$ cat src/rtl/exec_result_buffer.sv
// Per-execution-unit result queue feeding the execute-output arbiter.
// Holds {value, commands, tag, flags} until the arbiter grants via canGo_i,
// and back-pressures the unit through ready_o when all entries are occupied.
// Outputs depend on registered state only; a result pushed at one edge is
// visible on the outputs after that edge (no same-cycle bypass).
// Optional feature: define EXEC_BUF_FLUSH_EN to add flush_i, which clears the
// queue like reset_i (used on branch mispredict).
module exec_result_buffer #(
  parameter int unsigned ROBsize    = 8,
  parameter int unsigned ROBsizeLog = $clog2(ROBsize + 1),
  parameter int unsigned DEPTH      = 4,
  parameter int unsigned DEPTHLog   = $clog2(DEPTH)
) (
  input  logic                  clk_i,
  input  logic                  reset_i,
`ifdef EXEC_BUF_FLUSH_EN
  input  logic                  flush_i,
`endif
  input  logic                  valid_i,
  input  logic [63:0]           val_i,
  input  logic [9:0]            commands_i,
  input  logic [ROBsizeLog-1:0] tag_i,
  input  logic [3:0]            flags_i,
  output logic                  ready_o,
  output logic                  valid_o,
  output logic [63:0]           val_o,
  output logic [9:0]            commands_o,
  output logic [ROBsizeLog-1:0] tag_o,
  output logic [3:0]            flags_o,
  input  logic                  canGo_i,
  output logic [DEPTHLog:0]     count_o
);

  localparam int unsigned EntryW = 64 + 10 + ROBsizeLog + 4;
  localparam logic [DEPTHLog:0] CountFull = (DEPTHLog + 1)'(DEPTH);

  logic [EntryW-1:0]   mem_q [DEPTH];
  logic [DEPTHLog-1:0] wr_ptr_q, wr_ptr_d;
  logic [DEPTHLog-1:0] rd_ptr_q, rd_ptr_d;
  logic [DEPTHLog:0]   count_q, count_d;
  logic                push, pop, clear;
  logic [EntryW-1:0]   head;

`ifdef EXEC_BUF_FLUSH_EN
  assign clear = reset_i | flush_i;
`else
  assign clear = reset_i;
`endif

  // Handshakes come from registered occupancy only, so no comb path crosses the buffer.
  always_comb begin
    ready_o = (count_q != CountFull);
    valid_o = (count_q != '0);
    push    = valid_i & ready_o;
    pop     = canGo_i & valid_o;
  end

  // Next-state for pointers and occupancy; clear overrides push and pop.
  always_comb begin
    wr_ptr_d = wr_ptr_q;
    rd_ptr_d = rd_ptr_q;
    count_d  = count_q;
    if (clear) begin
      wr_ptr_d = '0;
      rd_ptr_d = '0;
      count_d  = '0;
    end else begin
      // DEPTH is a power of two, so pointer overflow wraps DEPTH-1 -> 0.
      if (push) wr_ptr_d = wr_ptr_q + DEPTHLog'(1);
      if (pop)  rd_ptr_d = rd_ptr_q + DEPTHLog'(1);
      case ({push, pop})
        2'b10:   count_d = count_q + (DEPTHLog + 1)'(1);
        2'b01:   count_d = count_q - (DEPTHLog + 1)'(1);
        default: count_d = count_q;
      endcase
    end
  end

  // Queue control state with synchronous reset.
  always_ff @(posedge clk_i) begin
    if (clear) begin
      wr_ptr_q <= '0;
      rd_ptr_q <= '0;
      count_q  <= '0;
    end else begin
      wr_ptr_q <= wr_ptr_d;
      rd_ptr_q <= rd_ptr_d;
      count_q  <= count_d;
    end
  end

  // Storage is not cleared; stale contents are masked by valid_o.
  always_ff @(posedge clk_i) begin
    if (push && !clear) begin
      mem_q[wr_ptr_q] <= {val_i, commands_i, tag_i, flags_i};
    end
  end

  // Head entry is presented only while valid, otherwise all-zero data.
  always_comb begin
    head = valid_o ? mem_q[rd_ptr_q] : '0;
    {val_o, commands_o, tag_o, flags_o} = head;
    count_o = count_q;
  end

endmodule

$ cat config.mk
export PLATFORM = sky130hd
export DESIGN_NAME = exec_result_buffer
export DESIGN_NICKNAME = d
export VERILOG_FILES = /design/src/rtl/exec_result_buffer.sv
export SDC_FILE = /design/constraint.sdc
export NUM_CORES = 1
export LEC_CHECK = 0
export CAP_MARGIN = 30
export CELL_PAD_IN_SITES_DETAIL_PLACEMENT = 0
export CELL_PAD_IN_SITES_GLOBAL_PLACEMENT = 1
export CORE_ASPECT_RATIO = 0.9
export CORE_MARGIN = 2
export CORE_UTILIZATION = 30
export DETAILED_ROUTE_END_ITERATION = 6
export GPL_TIMING_DRIVEN = 0
export PLACE_DENSITY_LB_ADDON = 0.08
export SLEW_MARGIN = 10
export SYNTH_ARGS = -nofsm -noshare
export SYNTH_HDL_FRONTEND = slang
export SYNTH_SLANG_ARGS = --single-unit
$ cat constraint.sdc
create_clock -name clk_i -period 8.8 [get_ports clk_i]
set_clock_uncertainty 0.1 [all_clocks]
set_input_delay 1.76 -clock clk_i [delete_from_list [all_inputs] [get_ports clk_i]]
set_output_delay 1.76 -clock clk_i [all_outputs]
set_load 0.01 [all_outputs]
==> run summary, run 1 <==
The number of antenna violations at the first check in global routing is 2. The mapped netlist covers 12900 um2. The post-layout minimum cycle time is 4.81 ns. The number of clock sinks seen by CTS came out at 337. The internal power came out at 3700 uW. The warning count from the yosys run is 0.

The gate count after technology mapping came out at 572. The starting utilization of the core area came out at 0.303. The startpoint identified for the worst register-to-register timing path is count_o[0]$_SDFFE_PP0P_.

around 170 I/O pins were placed. The setup TNS came out at 0 ns. The quantity of hold-fixing buffers added after cts came out at 0. The number of register bits inferred by synthesis came out at 337. The family with the most delay on the worst path is buffers and inverters. The largest fanout of any net on the critical path is 10. The share of post-route cells with drive strength above 1 is 0.237. The post-route antenna net violation count came out at 0. The cell that appears most often on the critical path is sky130_fd_sc_hd__clkbuf_1. For this design the static power due to leakage is 0.00549 uW.

The first global-routing pass estimated between 40000 and 50000 um of wire. Counting the buffers created by CTS gives 39. Data arrives at the worst endpoint at slightly below 3 ns. The number of setup violations in the final report is 0. For the pin with the worst max-slew slack, the measured transition is slightly above 0.8 ns. For this run, the total global-route usage over all layers was measured as 0.132.

The critical path is of the reg -> out type. The average cell area after synthesis is 22.6 um2. The number of global-route vias before repair came out at roughly 7100. The share of total power dissipated in combinational logic is 0.308. The net count after synthesis came out at 664. The detailed-routing iteration count for the pre-antenna-repair pass is 4.

In this run the tool buffered the top-level ports with 172 buffer cells. Entering global routing, the biggest net connects 14 pins. The power share of the sequential group came out at 0.373. The critical path goes through or3_1 -> clkbuf_1 -> buf_8 -> clkbuf_1 -> and2_1 -> clkdlybuf4s50_1.

The worst hold path begins at rd_ptr_q[1]$_SDFFE_PP0P_. The average wire length per cell after detail routing is 20.5 um. For this run, the register share of the synthesized area comes to 0.774.

The relative max-transition margin came out at 0.460. TritonCTS built the clock tree. CTS placed an instance of sky130_fd_sc_hd__clkbuf_16 at the clock tree root.

The longest individual stage delay on the worst path is 0.54 ns. In this run the standard cell core region covers 42800 um2. The via total after detailed routing is ~6400. The slowest stage of the critical path is the sky130_fd_sc_hd__clkdlybuf4s50_1 cell. The routability congestion estimate from global placement came out at 0.675. For the worst-skew pair, the clock arrives at the later sink with an insertion delay of 0.52 ns. The power per cell area is 295 nW/um2. The overall power after layout is 5040 uW. The number of nets in the finished design came out at 922.

After floorplanning, the core was divided into 72 placement rows. For the worst setup path, the data required time is 6.94 ns. The number of vias per cell came out at 4.51. The fraction of power consumed by the clock network is 0.319. In the post-synthesis netlist, the biggest area contributors are sky130_fd_sc_hd__edfxtp_1, sky130_fd_sc_hd__mux4_2, sky130_fd_sc_hd__and2_1. The kind of launch point of the worst setup path is a flop. The full die area is approximately 45000 um2. The switching part of the total is 0.266. The share of synthesized area in the top cell type comes to 0.761. The detailed-route DRC error count is 0. The count of routing violations after the opening detailed-route iteration came out at around 340. The tool flagged a number of max-cap violations equal to 0. Setup slack on the worst reg-to-reg path comes out at 5.80 ns. Setup repair after global routing left no endpoint under its margin. Summed over all instances, the cell type with the most area after synthesis is sky130_fd_sc_hd__edfxtp_1. The total wire length is 29100 um.

The net switching power is between 1000 and 1500 uW. The clock tree synthesis step divided the H-tree into 2 levels. The count of final hold-check violations was 0. The clock passes through at most 3 buffers.

The endpoint identified for the worst register-to-register timing path is mem_q[2][22]$_DFFE_PP_. Post-CTS timing repair inserted 0 buffers for setup. Post-CTS repair changed the size of 0 cells. The achievable frequency is 208 MHz. The number of buffers and inverters on the critical path is 4. The largest voltage drop on the vdd net came out at around 150 uV. The depth of the worst hold-timing path is 2. The detailed placer's ending HPWL is 20100 um. The worst setup path is captured at a primary output. The global-route congestion overflow total came out at 0. The tightest min-delay check is of the reg -> reg type.

The worst register-to-register path has a depth of 9. The die is 223 um wide. The synthesis-to-finish area growth came out at 31.9%. The max-slew violation count is 0. The floorplan step set the die height to between 200 and 250 um. The run finished with clean final reports. The post-route clock period utilization is 0.547. In this run, distinct cell masters in the synthesized netlist total 25. The clock input transition at the sequential cells of the worst setup and hold paths is 0.06 ns.
-- synth_stat cells, drive strengths merged --
master	instances
fa	1
or3	2
mux2	1
clkbuf	10
nand2b	3
o311ai	1
mux2i	1
o21ai	3
dfxtp	9
buf	18
or3b	1
nand3	1
nor2	7
nor3b	4
inv	6
ha	5
edfxtp	328
mux4	82
and2	84
a21oi	2
xor2	3
-- cells in the final DEF (no fill, tap or decap), drive strengths merged --
cell type	netlist	routed
mux4	82	82
mux2i	1	1
dfxtp	9	9
fa	1	1
nor2	7	7
bufinv	0	6
clkinvlp	0	2
clkinv	0	13
and2	84	84
inv	6	8
buf	18	63
nand3	1	1
o311ai	1	1
diode	0	1
clkbuf	10	56
clkdlybuf4s50	0	172
xor2	3	3
nand2b	3	3
nor3b	4	4
or3b	1	1
or3	2	2
a21oi	2	2
ha	5	5
edfxtp	328	328
mux2	1	1
o21ai	3	3
-- metal layers --
metal / wire length, um / vias up / track usage
met5: 23 / - / 0
met4: 731 / 4 / 0.0463
met3: 1600 / 54 / 0.0330
met2: 14200 / 145 / 0.222
met1: 12500 / 3325 / 0.167
li1: - / 2849 / -
-- metrics by stage --
stage               hold WS, ns  std cells   util  instance area (um2)  worst slack (ns)
detailed placement        0.418       1344  0.369                15800              3.98
finish                    0.424       1414  0.399                17100              3.99
CTS                       0.434       1413  0.399                17100              3.78
floorplan                 0.377        572      -                12900             0.102
global route              0.465       1413  0.399                17100              3.73
global placement          0.395       1299  0.359                15400             -6.65
-- how the worst max path moves through the flow --
stage	startpoint	cells after the start	endpoint
final	count_o[0]$_SDFFE_PP0P_	6	val_o[28]
after global routing	flop	5	tag_o[1]
after CTS	flop	5	commands_o[2]
after detailed placement	reset_i	8	mem_q[2][22]$_DFFE_PP_
after global placement	reset_i	3	mem_q[1][24]$_DFFE_PP_
after floorplan	reset_i	2	mem_q[0][0]$_DFFE_PP_
-- cell families after synthesis --
group / share of synthesized area
flip-flops: 0.774
AND/OR/NAND/NOR: 0.0486
multiplexers: 0.145
buffers and inverters: 0.0214
AO/OA/AOI/OAI: 0.00261
adder cells (fa/ha/maj): 0.00638
XOR/XNOR: 0.00203
-- power groups by stage --
| stage | clock network (uW) | logic, uW | registers, uW |
|---|---|---|---|
| after floorplan | 0 | 794 | 1930 |
| after global placement | 0 | 1560 | 1950 |
| after detailed placement | 0 | 1610 | 1920 |
| after CTS | 1670 | 1620 | 1880 |
| after global routing | 1730 | 1690 | 1890 |
| final | 1610 | 1550 | 1880 |
-- layout make-up --
type / instances / area (um2)
timing repair buffer: 217 / 2140
antenna: 1 / 2.50
buffer: 28 / 254
inverter: 6 / 22.5
fill: 3839 / 25700
clock inverter: 23 / 267
clock buffer: 46 / 1000
multi-input combinational: 201 / 2660
sequential: 337 / 10000
tap: 555 / 694
-- tightest hold or removal path: stages, from the launching register on --
cell	delay (ns)
sky130_fd_sc_hd__dfxtp_1	0.32
sky130_fd_sc_hd__xor2_1	0.06
sky130_fd_sc_hd__nor2_1	0.10
-- sequential cells by signal, summed over array words and instances (netlist names), named ones only --
signal,count
wr_ptr_q,2
count_o,3
mem_q,328
rd_ptr_q,2
Power figures use the tool's default switching activity.
==> inputs of run 2 (changes only) <==
==> constraint.sdc (replaced) <==
create_clock -name clk_i -period 4.9 [get_ports clk_i]
set_clock_uncertainty 0.1 [all_clocks]
set_input_delay 0.98 -clock clk_i [delete_from_list [all_inputs] [get_ports clk_i]]
set_output_delay 0.98 -clock clk_i [all_outputs]
set_load 0.01 [all_outputs]
==> run 2 against run 1 <==
Effect of this change: cell count decreased by 0.85%; setup slack got worse by 3.2 ns; register-to-register slack got worse by 3.7 ns; die area unchanged; global-route usage increased by 0.39 points; via count increased by 0.27%; combinational power increased by 82%; sequential share of layout area decreased by 0.29 points; utilization increased by 0.20 points; clock-buffer cell count increased by 6; largest cell class unchanged.
==> run summary, run 2 (synthesized netlist as in run 1, its figures left out) <==
The flow ran to the end, and the final reports show no timing, DRC or antenna violations. The die is a little over 200 um tall. The path type of the worst min-delay path is reg -> reg. For this run, the number of standard cells in the final layout without fillers is 1402.

The number of antenna diodes in the final layout is 0. The largest buffer count on any clock path came out at 3. The largest fanout of any net on the critical path came out at 10. Leaving out fill and tap cells, the most frequent cell in the layout is sky130_fd_sc_hd__edfxtp_1. The met1 routing resource usage after global routing came out at 0.174. Across the run, the number of max-cap violations was 0.

The cell total after placement is 1327. The worst-path cell with the longest stage delay is sky130_fd_sc_hd__clkdlybuf4s50_1. On the worst path, the slowest cell contributes a delay of ~0.55 ns. Setup repair after global routing left no endpoint under its margin. At the worst endpoint, the arrival time is 3.01 ns. The quantity of hold-fixing buffers added after cts is 0.

The library cells used most frequently in the layout, excluding fill and tap cells, are sky130_fd_sc_hd__edfxtp_1, sky130_fd_sc_hd__clkdlybuf4s50_1, sky130_fd_sc_hd__and2_1. Walking the worst path, the cells encountered are or3_1 -> clkbuf_1 -> buf_8 -> clkbuf_1 -> and2_1 -> clkdlybuf4s50_1. The total of cells resized after clock tree synthesis is 0. The max-slew violation count came out at 0. The pin count of the biggest net entering global routing came out at 14.

The floorplan step set the die width to 223 um. Pin placement for this block handled 173 I/O pins. Buffers added to address setup during post-CTS repair amount to 0. The count of routing violations after the opening detailed-route iteration is 351. The initial utilization of the core area, before any placement, comes to 0.303.

The first-pass GRT wire length came out at between 40000 and 50000 um. The cell at the root of the clock tree is sky130_fd_sc_hd__clkbuf_16. After detailed routing, the number of vias per cell comes to 4.56. The most numerous cell type found on the critical path is sky130_fd_sc_hd__clkbuf_1. The count of nets left with antenna violations once routing finished came out at 0. The count of input and output buffers is 172. The met3 global-route usage came out at 0.0349.

The number of global-route vias before repair came out at 7190. The later-pin clock latency in the skew report is 0.54 ns. The row count is 72. After clock tree synthesis, the clock-pin slew on the worst setup and hold paths is ~0.060 ns. Power spread over the standard cell area amounts to ~520 nW/um2. The count of final hold-check violations came out at 0.

STA classifies the critical path endpoint as a primary output. The number of nets in the finished design came out at 908. Setup violations remaining at the end of the flow were counted as 0.

The number of buffers created by CTS came out at 41. The maximum level of the CTS H-tree came out at 2. The worst setup path is launched from a flop. The post-layout minimum cycle time came out at 4.09 ns. The setup path with the least slack is of type reg -> out. In the routed design, unresolved DRC markers number 0.

The setup TNS is 0 ns. The detailed placer's ending HPWL came out at 20100 um. The core utilization of the finished layout came out at 0.401. The total wire length is roughly 30000 um. In this run the most used layer during global routing was met2. The largest voltage drop on the vdd net came out at 260 uV.

The detailed-routing iteration count for the pre-antenna-repair pass is 4. The synthesis-to-finish area growth came out at 32.5%. The static leakage power came out at 0.00547 uW. The flip-flop count of the largest register after layout is roughly 330.

The number of clock sinks seen by CTS is 337. Ranked by flip-flop count, first place goes to mem_q. In this run the standard cell core region covers 42800 um2. The routability congestion estimate from global placement is 0.677. The average wire length per cell after detail routing is 21.2 um.

The slew of the pin with the lowest slew margin is 0.790 ns. The full die area came out at ~45000 um2. The slack of the critical path is 0.806 ns. The via total after detailed routing came out at approximately 6400. Timing analysis after detailed placement gives a worst setup slack of 1.04 ns. The met2 track demand over resource is 0.226. Of the cells placed in the final design, the portion with a size suffix greater than 1 is 0.222. The TritonCTS clock tree is built. The number of antenna violations at the first check in global routing came out at 4. Measured against its own limit, the worst slew margin works out to 0.473. The critical path data required time is 3.82 ns. Across every metal layer, demand over resource in global routing totals 0.136. The post-route clock period utilization is 0.836. The achievable frequency came out at 244 MHz.

The global-route congestion overflow total is 0.
[run 2: cell type report]
class,instances,area (um2)
buffer,28,254
clock buffer,52,1110
clock inverter,22,106
fill,3799,25600
inverter,6,22.5
multi-input combinational,201,2690
sequential,337,10000
tap,555,694
timing repair buffer,201,2260
[run 2: stage by stage]
stage	area, um2	power, uW	hold WS (ns)
2_1_floorplan	13000	4880	0.377
6_report	17200	8930	0.417
4_1_cts	17100	9120	0.425
3_3_place_gp	15400	6270	0.397
3_5_place_dp	15900	6330	0.415
5_1_grt	17200	9390	0.449
[run 2: worst paths after layout]
kind	from	endpoint	slack (ns)	cells past startpoint
worst max-delay path	count_o[0]$_SDFFE_PP0P_	val_o[48]	0.81	6
worst min-delay path	rd_ptr_q[0]$_SDFFE_PP0P_	rd_ptr_q[0]$_SDFFE_PP0P_	0.42	2
worst max register to register	count_o[2]$_SDFFE_PP0P_	count_o[2]$_SDFFE_PP0P_	2.14	9
worst min register to register	rd_ptr_q[0]$_SDFFE_PP0P_	rd_ptr_q[0]$_SDFFE_PP0P_	0.42	2
[run 2: worst max-delay path: cells and delay by family, from the launching register on]
kind	cells	cell delay (ns)
buffers and inverters	4	1.50
AND/OR/NAND/NOR	2	0.53
flip-flops	1	0.43
[run 2: where the power goes]
group          internal, uW  switching (uW)
Combinational          1550            1270
Sequential             3340            47.1
Clock                  1600            1130
Total                  6480            2450
[run 2: layer usage]
layer  up-vias  wire length (um)
li1       2830                 -
met1      3341             12900
met2       159             14400
met3        56              1710
met4         8               621
met5         -                55
==> inputs of run 3 (changes only) <==
==> constraint.sdc (replaced) <==
create_clock -name clk_i -period 4.25 [get_ports clk_i]
set_clock_uncertainty 0.1 [all_clocks]
set_input_delay 0.85 -clock clk_i [delete_from_list [all_inputs] [get_ports clk_i]]
set_output_delay 0.85 -clock clk_i [all_outputs]
set_load 0.01 [all_outputs]
==> run 3 against run 2 <==
Effect of this change: via count barely moved; routed wire length barely moved; sequential share of layout area barely moved; critical path depth fell by 1.
==> run summary, run 3 (synthesized netlist as in run 1, its figures left out) <==
The critical path goes through clkbuf_1 -> buf_2 -> mux4_2 -> and2_1 -> clkdlybuf4s50_1. The fraction of power consumed by the clock network is 0.306. In this run the remaining antenna-violating nets after routing total 0.

The worst setup path is captured at a primary output. The number of global-route vias before repair came to 7190. The full die area is 44800 um2. The global-route congestion overflow total came out at 0. The met2 wire length is 14400 um. The detailed-routing iteration count for the pre-antenna-repair pass is 4.

The number of buffers created by CTS came out at 41. The clock input transition at the sequential cells of the worst setup and hold paths came out at 0.06 ns. The die boundary height is 201 um. The longest individual stage delay on the worst path came out at approximately 0.59 ns. The cell total after placement is around 1300.

The path type of the worst min-delay path is reg -> reg. In the final routed layout, each cell accounts on average for 21.2 um. Entering global routing, the biggest net connects 14 pins. The detailed placer's ending HPWL came out at ~20000 um.

The kind of launch point of the worst setup path is a flop. The initial utilization of the core area, before any placement, comes to 0.303. The row count is 72.

The area of the core is approximately 43000 um2. The setup TNS came out at 0 ns. The number of nets in the finished design came out at 907.

The count of buffers added on input and output ports is between 150 and 200. The number of clock sinks seen by CTS came out at 337. The flip-flop count of the largest register after layout is 328. The switching part of the total is 0.274.

The power share of the sequential group came out at 0.380. Setup violations remaining at the end of the flow were counted as 0. The number of vias per cell is approximately 4.6. The TritonCTS clock tree is built.

The largest buffer count on any clock path is 3. The detailed router finished its first iteration with approximately 350 violations. The count of non-filler cells in the finished layout came out at 1401.

The internal power came out at 7450 uW. The net switching power is 2820 uW. The post-layout minimum cycle time is 3.90 ns. The I/O pin count came out at 173. The routability congestion estimate from global placement is 0.677. The first global-routing pass estimated 44900 um of wire. The count of final hold-check violations came out at 0. The synthesis-to-finish area growth is 32.4%.

For the worst-skew pair, the clock arrives at the later sink with an insertion delay of 0.54 ns. The static leakage power is 0.00547 uW. The number of antenna violations at the first check in global routing was 4. On the critical path, the stage with the largest delay is an instance of sky130_fd_sc_hd__clkbuf_1. Data arrives at the worst endpoint at 2.95 ns. The wire length on met1 is 12900 um. In the final layout, the share of cells above drive strength 1 is 0.222. Based on the critical path, the design can be clocked at up to around 260 MHz. Signal routing reaches up to met5. The cell at the root of the clock tree is sky130_fd_sc_hd__clkbuf_16. In this run the worst path has a maximum fanout of 10. The max-slew violation count is 0.

In the routed design, unresolved DRC markers number 0. In the finished design, the share of the clock period the worst path needs comes to 0.918. The category of the critical setup timing path is reg -> out. The horizontal die dimension came out at around 220 um.

The relative max-transition margin came out at 0.473. Together, buffers and inverters on the worst path number 3. The most common cell after layout, fill and taps aside is sky130_fd_sc_hd__edfxtp_1. The flow ran to the end, and the final reports show no timing, DRC or antenna violations. The total wire length is 29700 um. The maximum level of the CTS H-tree came out at 2. The max-capacitance violation count is 0. The top cell types in the final layout, fill and taps aside, are sky130_fd_sc_hd__edfxtp_1, sky130_fd_sc_hd__clkdlybuf4s50_1, sky130_fd_sc_hd__and2_1. Power spread over the standard cell area amounts to 599 nW/um2. The share of total power dissipated in combinational logic is 0.314. The routed length on met3 is 1720 um. Grouping stages by cell kind, the critical path spends the most delay in buffers and inverters. The slew of the pin with the lowest slew margin came out at 0.790 ns. The via total after detailed routing came out at 6398.

The global routing usage summed across all routing layers came out at 0.136. Counting flops per register, the top entry is mem_q. The critical path data required time is between 3 and 4 ns. The largest voltage drop on the vdd net is 299 uV. Setup repair after global routing left no endpoint under its margin. The number of diodes added for antenna fixing is 0.
## run 3: cell count changes in the layout (fill, tap and decap cells not counted), sizes merged
cell | before | now
buf | 47 | 46
## run 3: worst reg2reg max path: stages (launching register included)
cell	delay (ns)
sky130_fd_sc_hd__dfxtp_1	0.41
sky130_fd_sc_hd__or3b_1	0.40
sky130_fd_sc_hd__and2_4	0.19
sky130_fd_sc_hd__inv_1	0.28
sky130_fd_sc_hd__ha_1	0.26
sky130_fd_sc_hd__inv_1	0.06
sky130_fd_sc_hd__fa_1	0.37
sky130_fd_sc_hd__xor2_1	0.16
sky130_fd_sc_hd__or3_1	0.30
sky130_fd_sc_hd__a21oi_1	0.15
## run 3: power groups by stage
| stage | registers, uW | clock network (uW) | logic [uW] |
|---|---|---|---|
| final | 3900 | 3150 | 3220 |
| after global routing | 3910 | 3390 | 3500 |
| after global placement | 4000 | 0 | 3230 |
| after floorplan | 3980 | 0 | 1650 |
| after CTS | 3900 | 3270 | 3350 |
| after detailed placement | 3970 | 0 | 3330 |
## run 3: path summary, 6_finish.rpt
kind / startpoint / depth (start not counted) / to / slack, ns
worst min-delay path: rd_ptr_q[0]$_SDFFE_PP0P_ / 2 / rd_ptr_q[0]$_SDFFE_PP0P_ / 0.42
worst min register to register: rd_ptr_q[0]$_SDFFE_PP0P_ / 2 / rd_ptr_q[0]$_SDFFE_PP0P_ / 0.42
worst max-delay path: flop / 5 / commands_o[0] / 0.35
worst max register to register: count_o[2]$_SDFFE_PP0P_ / 9 / count_o[2]$_SDFFE_PP0P_ / 1.49
## run 3: what timing repair did
action,in CTS,in global routing
endpoints found under the setup margin,43,0
resized for setup,1,0
buffers inserted,0,0
hold buffers,0,0
## run 3: layout make-up
cell class | instances | area, um2
Timing Repair Buffer | 200 | 2240
Sequential cell | 337 | 10000
Tap cell | 555 | 694
Multi-Input combinational cell | 201 | 2690
Inverter | 6 | 22.5
Buffer | 28 | 255
Fill cell | 3801 | 25600
Clock buffer | 52 | 1110
Clock inverter | 22 | 106
## run 3: routing by layer
metal	track usage	up-vias
li1	-	2827
met1	0.174	3342
met2	0.226	163
met3	0.0349	58
met4	0.0467	8
met5	0	-
## run 3: through the flow
stage          hold WS, ns  power (uW)  area, um2  setup slack, ns   util
2_1_floorplan        0.377        5620      13000           -0.669      -
3_3_place_gp         0.397        7230      15400            -4.68  0.360
3_5_place_dp         0.415        7300      15900            0.522  0.372
5_1_grt              0.449       10800      17100            0.121  0.401
6_report             0.421       10300      17100            0.347  0.401
4_1_cts              0.425       10500      17100            0.157  0.401
